<file path="config.mk">
export PLATFORM = sky130hd
export DESIGN_NAME = mem_arbiter_flat
export DESIGN_NICKNAME = d
export VERILOG_FILES = /design/src/rtl/mem_arbiter_if.sv /design/src/rtl/mem_arbiter.sv /design/src/flat_wrapper.sv
export SDC_FILE = /design/constraint.sdc
export NUM_CORES = 1
export LEC_CHECK = 0
export ABC_CLOCK_PERIOD_IN_PS = 2800
export CORE_MARGIN = 3
export CORE_UTILIZATION = 39
export CTS_CLUSTER_SIZE = 8
export DETAILED_ROUTE_END_ITERATION = 16
export PLACE_DENSITY = 0.89
export SLEW_MARGIN = 20
export SYNTH_ARGS = -nofsm -noshare
export SYNTH_HDL_FRONTEND = slang
export SYNTH_SLANG_ARGS = --single-unit
</file>
<file path="constraint.sdc">
create_clock -name clk -period 2.8 [get_ports clk]
set_input_delay 0.84 -clock clk [delete_from_list [all_inputs] [get_ports clk]]
set_output_delay 0.84 -clock clk [all_outputs]
set_load 0.02 [all_outputs]
</file>
<file path="src/rtl/mem_arbiter_if.sv">
// -----------------------------------------------------------------------------
// mem_arbiter_if
//
// Bundles every signal between the memory arbiter, the two caches and main
// memory. clk and rst are not part of the bundle; they stay plain ports on
// the arbiter.
//
// Modports
//   master : the arbiter's view. It receives cache requests and memory
//            responses, and it drives beat and done pulses and the memory
//            request.
//   slave  : the environment's view (instruction cache, data cache and main
//            memory together). It is the mirror image of master.
//
// Signal groups
//   instruction cache : i_req, i_addr, i_length, i_beat_valid, i_done
//   data cache        : d_req, d_we, d_addr, d_length, d_written_data,
//                       d_data_type, d_beat_valid, d_done
//   shared            : beat_index, rdata, busy
//   main memory       : mem_vis_signal, mem_vis_addr, mem_written_data,
//                       mem_data_type, mem_data, mem_status
// -----------------------------------------------------------------------------
interface mem_arbiter_if #(
  parameter int ADDR_WIDTH       = 17,
  parameter int LEN              = 32,
  parameter int ENTRY_INDEX_SIZE = 3
);

  // Instruction cache port
  logic                        i_req;
  logic [ADDR_WIDTH-1:0]       i_addr;
  logic [ENTRY_INDEX_SIZE:0]   i_length;
  logic                        i_beat_valid;
  logic                        i_done;

  // Data cache port
  logic                        d_req;
  logic                        d_we;
  logic [ADDR_WIDTH-1:0]       d_addr;
  logic [ENTRY_INDEX_SIZE:0]   d_length;
  logic [LEN-1:0]              d_written_data;
  logic [2:0]                  d_data_type;
  logic                        d_beat_valid;
  logic                        d_done;

  // Shared return path and status
  logic [ENTRY_INDEX_SIZE-1:0] beat_index;
  logic [LEN-1:0]              rdata;
  logic                        busy;

  // Main memory port
  logic [1:0]                  mem_vis_signal;
  logic [ADDR_WIDTH-1:0]       mem_vis_addr;
  logic [LEN-1:0]              mem_written_data;
  logic [2:0]                  mem_data_type;
  logic [LEN-1:0]              mem_data;
  logic [1:0]                  mem_status;

  modport master (
    input  i_req, i_addr, i_length,
    input  d_req, d_we, d_addr, d_length, d_written_data, d_data_type,
    input  mem_data, mem_status,
    output i_beat_valid, i_done, d_beat_valid, d_done,
    output beat_index, rdata, busy,
    output mem_vis_signal, mem_vis_addr, mem_written_data, mem_data_type
  );

  modport slave (
    output i_req, i_addr, i_length,
    output d_req, d_we, d_addr, d_length, d_written_data, d_data_type,
    output mem_data, mem_status,
    input  i_beat_valid, i_done, d_beat_valid, d_done,
    input  beat_index, rdata, busy,
    input  mem_vis_signal, mem_vis_addr, mem_written_data, mem_data_type
  );

endinterface : mem_arbiter_if

</file>
<file path="src/rtl/mem_arbiter.sv">
// -----------------------------------------------------------------------------
// mem_arbiter
//
// This is the single-master controller between the instruction cache, the
// data cache and the 4-byte-wide main memory. When both caches request at
// once it picks one. It then runs a line transfer of up to
// 2**ENTRY_INDEX_SIZE words as a chain of single-word memory accesses:
//
//   IDLE -> (REQ -> WAIT)* -> DONE -> IDLE
//
// REQ presents one memory command for exactly one cycle. WAIT drives NOP
// until memory reports a FINISHED code. DONE is a one-cycle gap that gives
// the served cache time to drop its request.
//
// Ports
//   clk : clock, rising edge
//   rst : asynchronous, active-high reset; abandons any in-flight access
//   bus : mem_arbiter_if.master (cache request/return ports, memory port)
//
// Encodings
//   mem_vis_signal : MEM_NOP=0, MEM_READ=1, MEM_WRITE=2
//   mem_status     : MEM_RESTING=0, MEM_INST_FINISHED=1, MEM_DATA_FINISHED=2
//   data type      : ONE_BYTE=1, TWO_BYTE=2, FOUR_BYTE=4
//
// Configuration macro
//   MEM_ARB_ROUND_ROBIN_EN : when defined, a tie in IDLE goes to the port
//                            that did not win the previous access. When
//                            undefined, the data cache always wins ties.
// -----------------------------------------------------------------------------
module mem_arbiter #(
  parameter int ADDR_WIDTH       = 17,
  parameter int LEN              = 32,
  parameter int ENTRY_INDEX_SIZE = 3
) (
  input  logic          clk,
  input  logic          rst,
  mem_arbiter_if.master bus
);

  localparam int CNT_W = ENTRY_INDEX_SIZE + 1;

  localparam logic [1:0] MEM_NOP           = 2'd0;
  localparam logic [1:0] MEM_READ          = 2'd1;
  localparam logic [1:0] MEM_WRITE         = 2'd2;
  localparam logic [1:0] MEM_RESTING       = 2'd0;
  localparam logic [2:0] FOUR_BYTE         = 3'd4;

  typedef enum logic [1:0] {
    S_IDLE = 2'd0,
    S_REQ  = 2'd1,
    S_WAIT = 2'd2,
    S_DONE = 2'd3
  } state_t;

  typedef enum logic {
    OWN_I = 1'b0,
    OWN_D = 1'b1
  } owner_t;

  // ---------------------------------------------------------------------------
  // State registers and their next-state values
  // ---------------------------------------------------------------------------
  state_t                      state, state_n;
  owner_t                      owner, owner_n;
  logic                        we, we_n;
  logic [ADDR_WIDTH-1:0]       addr, addr_n;
  logic [CNT_W-1:0]            beats_left, beats_left_n;
  logic [ENTRY_INDEX_SIZE-1:0] beat_idx, beat_idx_n;
  logic [LEN-1:0]              rdata_q, rdata_n;
  logic                        i_bv_q, i_bv_n;
  logic                        d_bv_q, d_bv_n;
  logic                        i_dn_q, i_dn_n;
  logic                        d_dn_q, d_dn_n;
`ifdef MEM_ARB_ROUND_ROBIN_EN
  owner_t                      last_grant, last_grant_n;
`endif

  // Grant decision. It is only acted on in IDLE.
  logic                        grant_d;
  logic [CNT_W-1:0]            req_len;
  // A write beat that is the only beat of its access keeps the cache's width.
  // Every other write beat is a full word.
  logic                        single_beat;

`ifdef MEM_ARB_ROUND_ROBIN_EN
  // On a tie, serve the port that did not win last time.
  assign grant_d = bus.d_req && (!bus.i_req || (last_grant == OWN_I));
`else
  // Data requests always win ties.
  assign grant_d = bus.d_req;
`endif

  assign req_len     = grant_d ? bus.d_length : bus.i_length;
  assign single_beat = (beat_idx == '0) && (beats_left == CNT_W'(1));

  // ---------------------------------------------------------------------------
  // State register
  // ---------------------------------------------------------------------------
  always_ff @(posedge clk or posedge rst) begin
    if (rst) begin
      state      <= S_IDLE;
      owner      <= OWN_I;
      we         <= 1'b0;
      addr       <= '0;
      beats_left <= '0;
      beat_idx   <= '0;
      rdata_q    <= '0;
      i_bv_q     <= 1'b0;
      d_bv_q     <= 1'b0;
      i_dn_q     <= 1'b0;
      d_dn_q     <= 1'b0;
`ifdef MEM_ARB_ROUND_ROBIN_EN
      last_grant <= OWN_I;
`endif
    end else begin
      // NOTE: non-blocking assignments, so every register here updates from
      // values sampled before the edge, whatever order the lines appear in.
      state      <= state_n;
      owner      <= owner_n;
      we         <= we_n;
      addr       <= addr_n;
      beats_left <= beats_left_n;
      beat_idx   <= beat_idx_n;
      rdata_q    <= rdata_n;
      i_bv_q     <= i_bv_n;
      d_bv_q     <= d_bv_n;
      i_dn_q     <= i_dn_n;
      d_dn_q     <= d_dn_n;
`ifdef MEM_ARB_ROUND_ROBIN_EN
      last_grant <= last_grant_n;
`endif
    end
  end

  // ---------------------------------------------------------------------------
  // Next-state logic and memory-side outputs
  // ---------------------------------------------------------------------------
  always_comb begin
    // NOTE: every variable assigned in this block gets a default first, so no
    // path through the case statement can leave one unassigned and infer a
    // latch.
    state_n      = state;
    owner_n      = owner;
    we_n         = we;
    addr_n       = addr;
    beats_left_n = beats_left;
    beat_idx_n   = beat_idx;
    rdata_n      = rdata_q;
    i_bv_n       = 1'b0;
    d_bv_n       = 1'b0;
    i_dn_n       = 1'b0;
    d_dn_n       = 1'b0;
`ifdef MEM_ARB_ROUND_ROBIN_EN
    last_grant_n = last_grant;
`endif

    bus.mem_vis_signal   = MEM_NOP;
    bus.mem_vis_addr     = '0;
    bus.mem_written_data = '0;
    bus.mem_data_type    = '0;

    unique case (state)
      S_IDLE: begin
        if (bus.i_req || bus.d_req) begin
          owner_n      = grant_d ? OWN_D : OWN_I;
          // The instruction port only reads, so its accesses never write.
          we_n         = grant_d && bus.d_we;
          addr_n       = grant_d ? bus.d_addr : bus.i_addr;
          // A zero length still moves one word.
          beats_left_n = (req_len == '0) ? CNT_W'(1) : req_len;
          beat_idx_n   = '0;
          state_n      = S_REQ;
        end
      end

      S_REQ: begin
        // Each command is held for one cycle only. The NOP in WAIT that
        // follows lets memory return to RESTING before the next command.
        bus.mem_vis_addr = addr;
        if ((owner == OWN_D) && we) begin
          bus.mem_vis_signal   = MEM_WRITE;
          bus.mem_written_data = bus.d_written_data;
          bus.mem_data_type    = single_beat ? bus.d_data_type : FOUR_BYTE;
        end else begin
          bus.mem_vis_signal   = MEM_READ;
        end
        state_n = S_WAIT;
      end

      S_WAIT: begin
        // Both FINISHED codes complete the beat. RESTING means a slow memory
        // is still busy, so the controller keeps waiting.
        if (bus.mem_status != MEM_RESTING) begin
          if (!we) begin
            rdata_n = bus.mem_data;
            i_bv_n  = (owner == OWN_I);
            d_bv_n  = (owner == OWN_D);
          end
          if (beats_left <= CNT_W'(1)) begin
            i_dn_n  = (owner == OWN_I);
            d_dn_n  = (owner == OWN_D);
`ifdef MEM_ARB_ROUND_ROBIN_EN
            last_grant_n = owner;
`endif
            state_n = S_DONE;
          end else begin
            // The byte address wraps at the top of the address space.
            addr_n       = addr + ADDR_WIDTH'(4);
            beat_idx_n   = beat_idx + ENTRY_INDEX_SIZE'(1);
            beats_left_n = beats_left - CNT_W'(1);
            state_n      = S_REQ;
          end
        end
      end

      S_DONE: begin
        // Requests are ignored here while the served cache drops its request.
        state_n = S_IDLE;
      end

      default: state_n = S_IDLE;
    endcase
  end

  // ---------------------------------------------------------------------------
  // Registered cache-side outputs
  // ---------------------------------------------------------------------------
  assign bus.beat_index   = beat_idx;
  assign bus.rdata        = rdata_q;
  assign bus.i_beat_valid = i_bv_q;
  assign bus.d_beat_valid = d_bv_q;
  assign bus.i_done       = i_dn_q;
  assign bus.d_done       = d_dn_q;
  assign bus.busy         = (state != S_IDLE);

endmodule : mem_arbiter
</file>
<file path="src/flat_wrapper.sv">
// flat-port wrapper written by rule: the top's interface ports become plain ports
module mem_arbiter_flat 
#(
  parameter int ADDR_WIDTH       = 17,
  parameter int LEN              = 32,
  parameter int ENTRY_INDEX_SIZE = 3
)
  (clk, rst, bus_i_req, bus_i_addr, bus_i_length, bus_d_req, bus_d_we, bus_d_addr, bus_d_length, bus_d_written_data, bus_d_data_type, bus_mem_data, bus_mem_status, bus_i_beat_valid, bus_i_done, bus_d_beat_valid, bus_d_done, bus_beat_index, bus_rdata, bus_busy, bus_mem_vis_signal, bus_mem_vis_addr, bus_mem_written_data, bus_mem_data_type);
  mem_arbiter_if #(.ADDR_WIDTH(ADDR_WIDTH), .LEN(LEN), .ENTRY_INDEX_SIZE(ENTRY_INDEX_SIZE)) bus_i ();
  input  logic clk;
  input  logic rst;
  input wire logic [$bits(bus_i.i_req)-1:0] bus_i_req;
  input wire logic [$bits(bus_i.i_addr)-1:0] bus_i_addr;
  input wire logic [$bits(bus_i.i_length)-1:0] bus_i_length;
  input wire logic [$bits(bus_i.d_req)-1:0] bus_d_req;
  input wire logic [$bits(bus_i.d_we)-1:0] bus_d_we;
  input wire logic [$bits(bus_i.d_addr)-1:0] bus_d_addr;
  input wire logic [$bits(bus_i.d_length)-1:0] bus_d_length;
  input wire logic [$bits(bus_i.d_written_data)-1:0] bus_d_written_data;
  input wire logic [$bits(bus_i.d_data_type)-1:0] bus_d_data_type;
  input wire logic [$bits(bus_i.mem_data)-1:0] bus_mem_data;
  input wire logic [$bits(bus_i.mem_status)-1:0] bus_mem_status;
  output wire logic [$bits(bus_i.i_beat_valid)-1:0] bus_i_beat_valid;
  output wire logic [$bits(bus_i.i_done)-1:0] bus_i_done;
  output wire logic [$bits(bus_i.d_beat_valid)-1:0] bus_d_beat_valid;
  output wire logic [$bits(bus_i.d_done)-1:0] bus_d_done;
  output wire logic [$bits(bus_i.beat_index)-1:0] bus_beat_index;
  output wire logic [$bits(bus_i.rdata)-1:0] bus_rdata;
  output wire logic [$bits(bus_i.busy)-1:0] bus_busy;
  output wire logic [$bits(bus_i.mem_vis_signal)-1:0] bus_mem_vis_signal;
  output wire logic [$bits(bus_i.mem_vis_addr)-1:0] bus_mem_vis_addr;
  output wire logic [$bits(bus_i.mem_written_data)-1:0] bus_mem_written_data;
  output wire logic [$bits(bus_i.mem_data_type)-1:0] bus_mem_data_type;
  assign bus_i.i_req = bus_i_req;
  assign bus_i.i_addr = bus_i_addr;
  assign bus_i.i_length = bus_i_length;
  assign bus_i.d_req = bus_d_req;
  assign bus_i.d_we = bus_d_we;
  assign bus_i.d_addr = bus_d_addr;
  assign bus_i.d_length = bus_d_length;
  assign bus_i.d_written_data = bus_d_written_data;
  assign bus_i.d_data_type = bus_d_data_type;
  assign bus_i.mem_data = bus_mem_data;
  assign bus_i.mem_status = bus_mem_status;
  assign bus_i_beat_valid = bus_i.i_beat_valid;
  assign bus_i_done = bus_i.i_done;
  assign bus_d_beat_valid = bus_i.d_beat_valid;
  assign bus_d_done = bus_i.d_done;
  assign bus_beat_index = bus_i.beat_index;
  assign bus_rdata = bus_i.rdata;
  assign bus_busy = bus_i.busy;
  assign bus_mem_vis_signal = bus_i.mem_vis_signal;
  assign bus_mem_vis_addr = bus_i.mem_vis_addr;
  assign bus_mem_written_data = bus_i.mem_written_data;
  assign bus_mem_data_type = bus_i.mem_data_type;
  mem_arbiter #(.ADDR_WIDTH(ADDR_WIDTH), .LEN(LEN), .ENTRY_INDEX_SIZE(ENTRY_INDEX_SIZE)) u_core (.clk(clk), .rst(rst), .bus(bus_i));
endmodule
</file>
==> impl_summary.log, run 1 <==
[metrics] status: finished clean
[metrics] commonest register cell after synthesis: dfrtp_1
[metrics] Max Slew Vio Count: 0
[metrics] final wirelength: 12300 um
[metrics] critical path launch point: u_core.state[0]
[metrics] number of warning messages in the yosys log: 0
[metrics] wire per inst: 18.1 um
[metrics] number of synthesized register bits: 64
[metrics] total area of sequential cells: 1600 um2
[metrics] total I/O pin count: 210
[metrics] # clock sinks: 64
[metrics] share of total power consumed by net switching: 0.406
[metrics] largest net degree at the start of global routing: 65
[metrics] unrepaired setup endpoints after global routing: false
[metrics] type of destination of the critical path: output port
[metrics] total of endpoints with negative setup slack in the final report: 0
[metrics] max-cap check violation count: 0
[metrics] CP max FO: 19
[metrics] worst min-delay path startpoint: u_core.addr[0]
[metrics] Async SR Flop Fraction: 1.00
[metrics] proportion of power drawn by the clock network: 0.149
[metrics] library cells used by synthesis: 54
[metrics] post-route fraction of the period consumed by the critical path: 0.963
[metrics] placed cell count: 662
[metrics] startpoint of the lowest-slack register-to-register path: u_core.beats_left[2]
[metrics] DR vias/cell: 5.28
[metrics] aggregate global routing overflow: 0
[metrics] 1st-iter DRT viols: 163
[metrics] most common library cell in the layout ignoring fill and taps: clkdlybuf4s50_1
[metrics] count of flip-flops with a built-in enable after synthesis: 0
[metrics] detailed-route via count: 3572
[metrics] fin nets: 686
[metrics] worst-case clock buffer depth: 2
[metrics] Crit Path Category: flop to output port
[metrics] Fillers: 722
[metrics] post-synthesis average cell area: 10.2 um2
[metrics] growth of design area from synthesis to finish: 67.0%
[metrics] Worst IR Drop VDD: 0.000616 V
[metrics] remaining max-slew budget at the tightest pin: 0.418
[metrics] proportion of synthesized area in mux cells: 0.155
[metrics] input/output buffers: 209
[metrics] placed wire-length estimate: 9570 um
[metrics] Internal Pwr Total: 0.00353 W
[metrics] gp weighted congestion: 0.871
[metrics] Hold Path Class: flop to flop
[metrics] placed inst area: 5910 um2
[metrics] Pleak: 2.91 nW
[metrics] dominant combinational cell family by area after synthesis: simple AND/OR/NAND/NOR gates
[metrics] Worst Tran Pin Value: 868 ps
[metrics] detailed-router iteration count before antenna repair: 4
[metrics] net switching power: 0.00241 W
[metrics] Multi-input gate area: 1890 um2
[metrics] combinational fraction of design power: 0.566
[metrics] Fin. Hold Viols: 0
[metrics] Clock Root Buffer: clkbuf_8
[metrics] compound-gate portion of the synthesized area: 0.135
[metrics] maximum level of the CTS H-tree: 3
[metrics] power per cell area: 971 nW/um2
[metrics] overall die area: 10600 um2
[metrics] final design instance area without fill: 6120 um2
[metrics] sequential fraction of design power: 0.285
[metrics] wire length of the first global-routing pass: 18200 um
[metrics] count of standard-cell rows: 34
[metrics] number of cells produced by synthesis: 359
[metrics] number of antenna violations at the first check in global routing: 0
[metrics] commonest cells after routing, fill and taps aside: clkdlybuf4s50_1 (156), dfrtp_1 (64), and2_1 (54)
[metrics] post-synthesis instance area: 3670 um2
[metrics] maximum clock frequency: 371 MHz
[metrics] number of nets with antenna violations after routing: 0
[metrics] area share of and/or/nand/nor cells after synthesis: 0.207
[metrics] effective utilization at floorplan: 0.411
[metrics] source-to-sink clock delay at the later pin of the worst-skew pair: 340 ps
[metrics] Worst Path Required: 1960 ps
[metrics] clock transition time at the flip-flop clock pins of the worst setup and hold paths: 70 ps
[metrics] synthesized netlist net count: 480
[metrics] Die Width: 103 um
[metrics] share of cells above drive strength 1: 0.141
[metrics] worst endpoint data arrival time: 1860 ps
[metrics] die extent in y: 103 um
[metrics] largest clock skew in the final design: 10.3 ps
[metrics] Hold WS: 476 ps
[metrics] xor and xnor area share after synthesis: 0
[metrics] Num CTS Buffers: 9
[metrics] arithmetic-cell share of the synthesized area counting full adders, half adders and majority gates: 0.0171
[metrics] sequential element share of the synthesized area: 0.437
[metrics] vias in the first global route: 3510
[metrics] post-route DRC violation count: 0
[metrics] total global routing track utilization: 0.221
[metrics] Core Box Area: 8930 um2
[metrics] post-layout min period: 2700 ps
[metrics] antenna fix cells: 0
[metrics] number of non-filler instances in the completed layout: 677
[metrics] clock tree from TritonCTS: built
[metrics] startpoint types: flop
flip-flops by register name, summed over array words and instances (netlist names):
signal / count
u_core.addr: 17
u_core.beats_left: 4
u_core.bus.beat_index: 3
u_core.bus.d_beat_valid: 1
u_core.bus.d_done: 1
u_core.bus.i_beat_valid: 1
u_core.bus.i_done: 1
u_core.bus.rdata: 32
u_core.owner: 1
u_core.state: 2
u_core.we: 1
kinds of logic (layout without fill, tap and decap cells):
family,count (synthesis),in the layout
AOI/OAI and AO/OA,68,68
adders and majority gates,5,5
buffers and inverters,39,249
DFF,64,64
muxes,52,52
and+or+nand+nor,131,131
cell type report:
cell class,count,area share
inverter,12,0.00735
tap,108,0.0221
clock buffer,12,0.0253
sequential,64,0.261
timing repair buffer,222,0.364
multi-input combinational,256,0.309
clock inverter,3,0.0106
critical path, stage by stage (launching register included):
cell	delay, ps
dfrtp_1	410
nor2b_2	200
buf_6	180
and2_1	130
clkdlybuf4s50_1	590
synthesized netlist by cell type (all sizes together), types with 2 or more instances:
cell type / instances / share of area
a211o: 2 / 0.0048
nor4: 3 / 0.0051
and2: 54 / 0.092
a2bb2oi: 5 / 0.012
nand4: 6 / 0.010
o31ai: 4 / 0.0082
nand3: 7 / 0.0095
a22oi: 2 / 0.0041
or2: 3 / 0.0051
inv: 12 / 0.012
mux2: 38 / 0.12
clkbuf: 12 / 0.012
a21boi: 2 / 0.0041
nor2: 13 / 0.015
and3: 6 / 0.010
nor2b: 5 / 0.0085
a31oi: 4 / 0.0068
nand2b: 3 / 0.0051
o211ai: 2 / 0.0041
a21oi: 7 / 0.0095
o21ai: 14 / 0.022
o22ai: 3 / 0.0051
ha: 5 / 0.017
a211oi: 5 / 0.010
mux2i: 14 / 0.038
buf: 15 / 0.026
nand2: 13 / 0.013
nor3: 15 / 0.025
dfrtp: 64 / 0.44
o22a: 5 / 0.012
o2111ai: 3 / 0.0072
power by group through the flow:
stage / combinational, W / sequential (W) / clock, W
floorplan: 0.00168 / 0.00195 / 0
global placement: 0.00334 / 0.00166 / 0
detailed placement: 0.00342 / 0.00170 / 0
CTS: 0.00339 / 0.00169 / 0.000900
global route: 0.00362 / 0.00175 / 0.000953
finish: 0.00337 / 0.00169 / 0.000887
layer usage:
layer  vias up  global-route usage  routed length (um)
met2       167               0.379                6310
met5         -                   0                   0
li1       1695                   -                   -
met3        14              0.0453                 866
met4         0              0.0428                 120
met1      1696               0.292                4990
through the flow:
| stage | total power [W] | setup WS, ps | setup TNS (ps) | utilization |
|---|---|---|---|---|
| 6_report | 0.00595 | 102 | 0 | 0.686 |
| 5_1_grt | 0.00632 | 1.22 | 0 | 0.686 |
| 4_1_cts | 0.00598 | 5.15 | 0 | 0.681 |
| 3_5_place_dp | 0.00512 | -206 | -2510 | 0.661 |
| 3_3_place_gp | 0.00500 | -236 | -2110 | 0.661 |
| 2_1_floorplan | 0.00364 | 362 | 0 | - |
path summary, 6_finish.rpt:
path,to,slack [ps],cells after the start
max reg2reg,u_core.bus.beat_index[1],690,5
min,u_core.addr[0],480,2
max,bus_mem_vis_addr[11],100,4
min in group asynchronous,u_core.bus.rdata[11],910,3
max in group asynchronous,u_core.beats_left[2],1620,3
min reg2reg,u_core.addr[0],480,2
what timing repair did:
item                       in CTS  in global routing
hold buffers                    0                  0
setup endpoints to repair      38                 24
buffers inserted                0                  0
gates resized for setup        40                 24
No activity file was read; power rests on OpenSTA's default activity.
==> run 2, diff against run 1 <==
Settings changed: CTS_CLUSTER_DIAMETER set to 50.
==> results of run 2 <==
Final layout, timing and power as in run 1 (identical DEF).
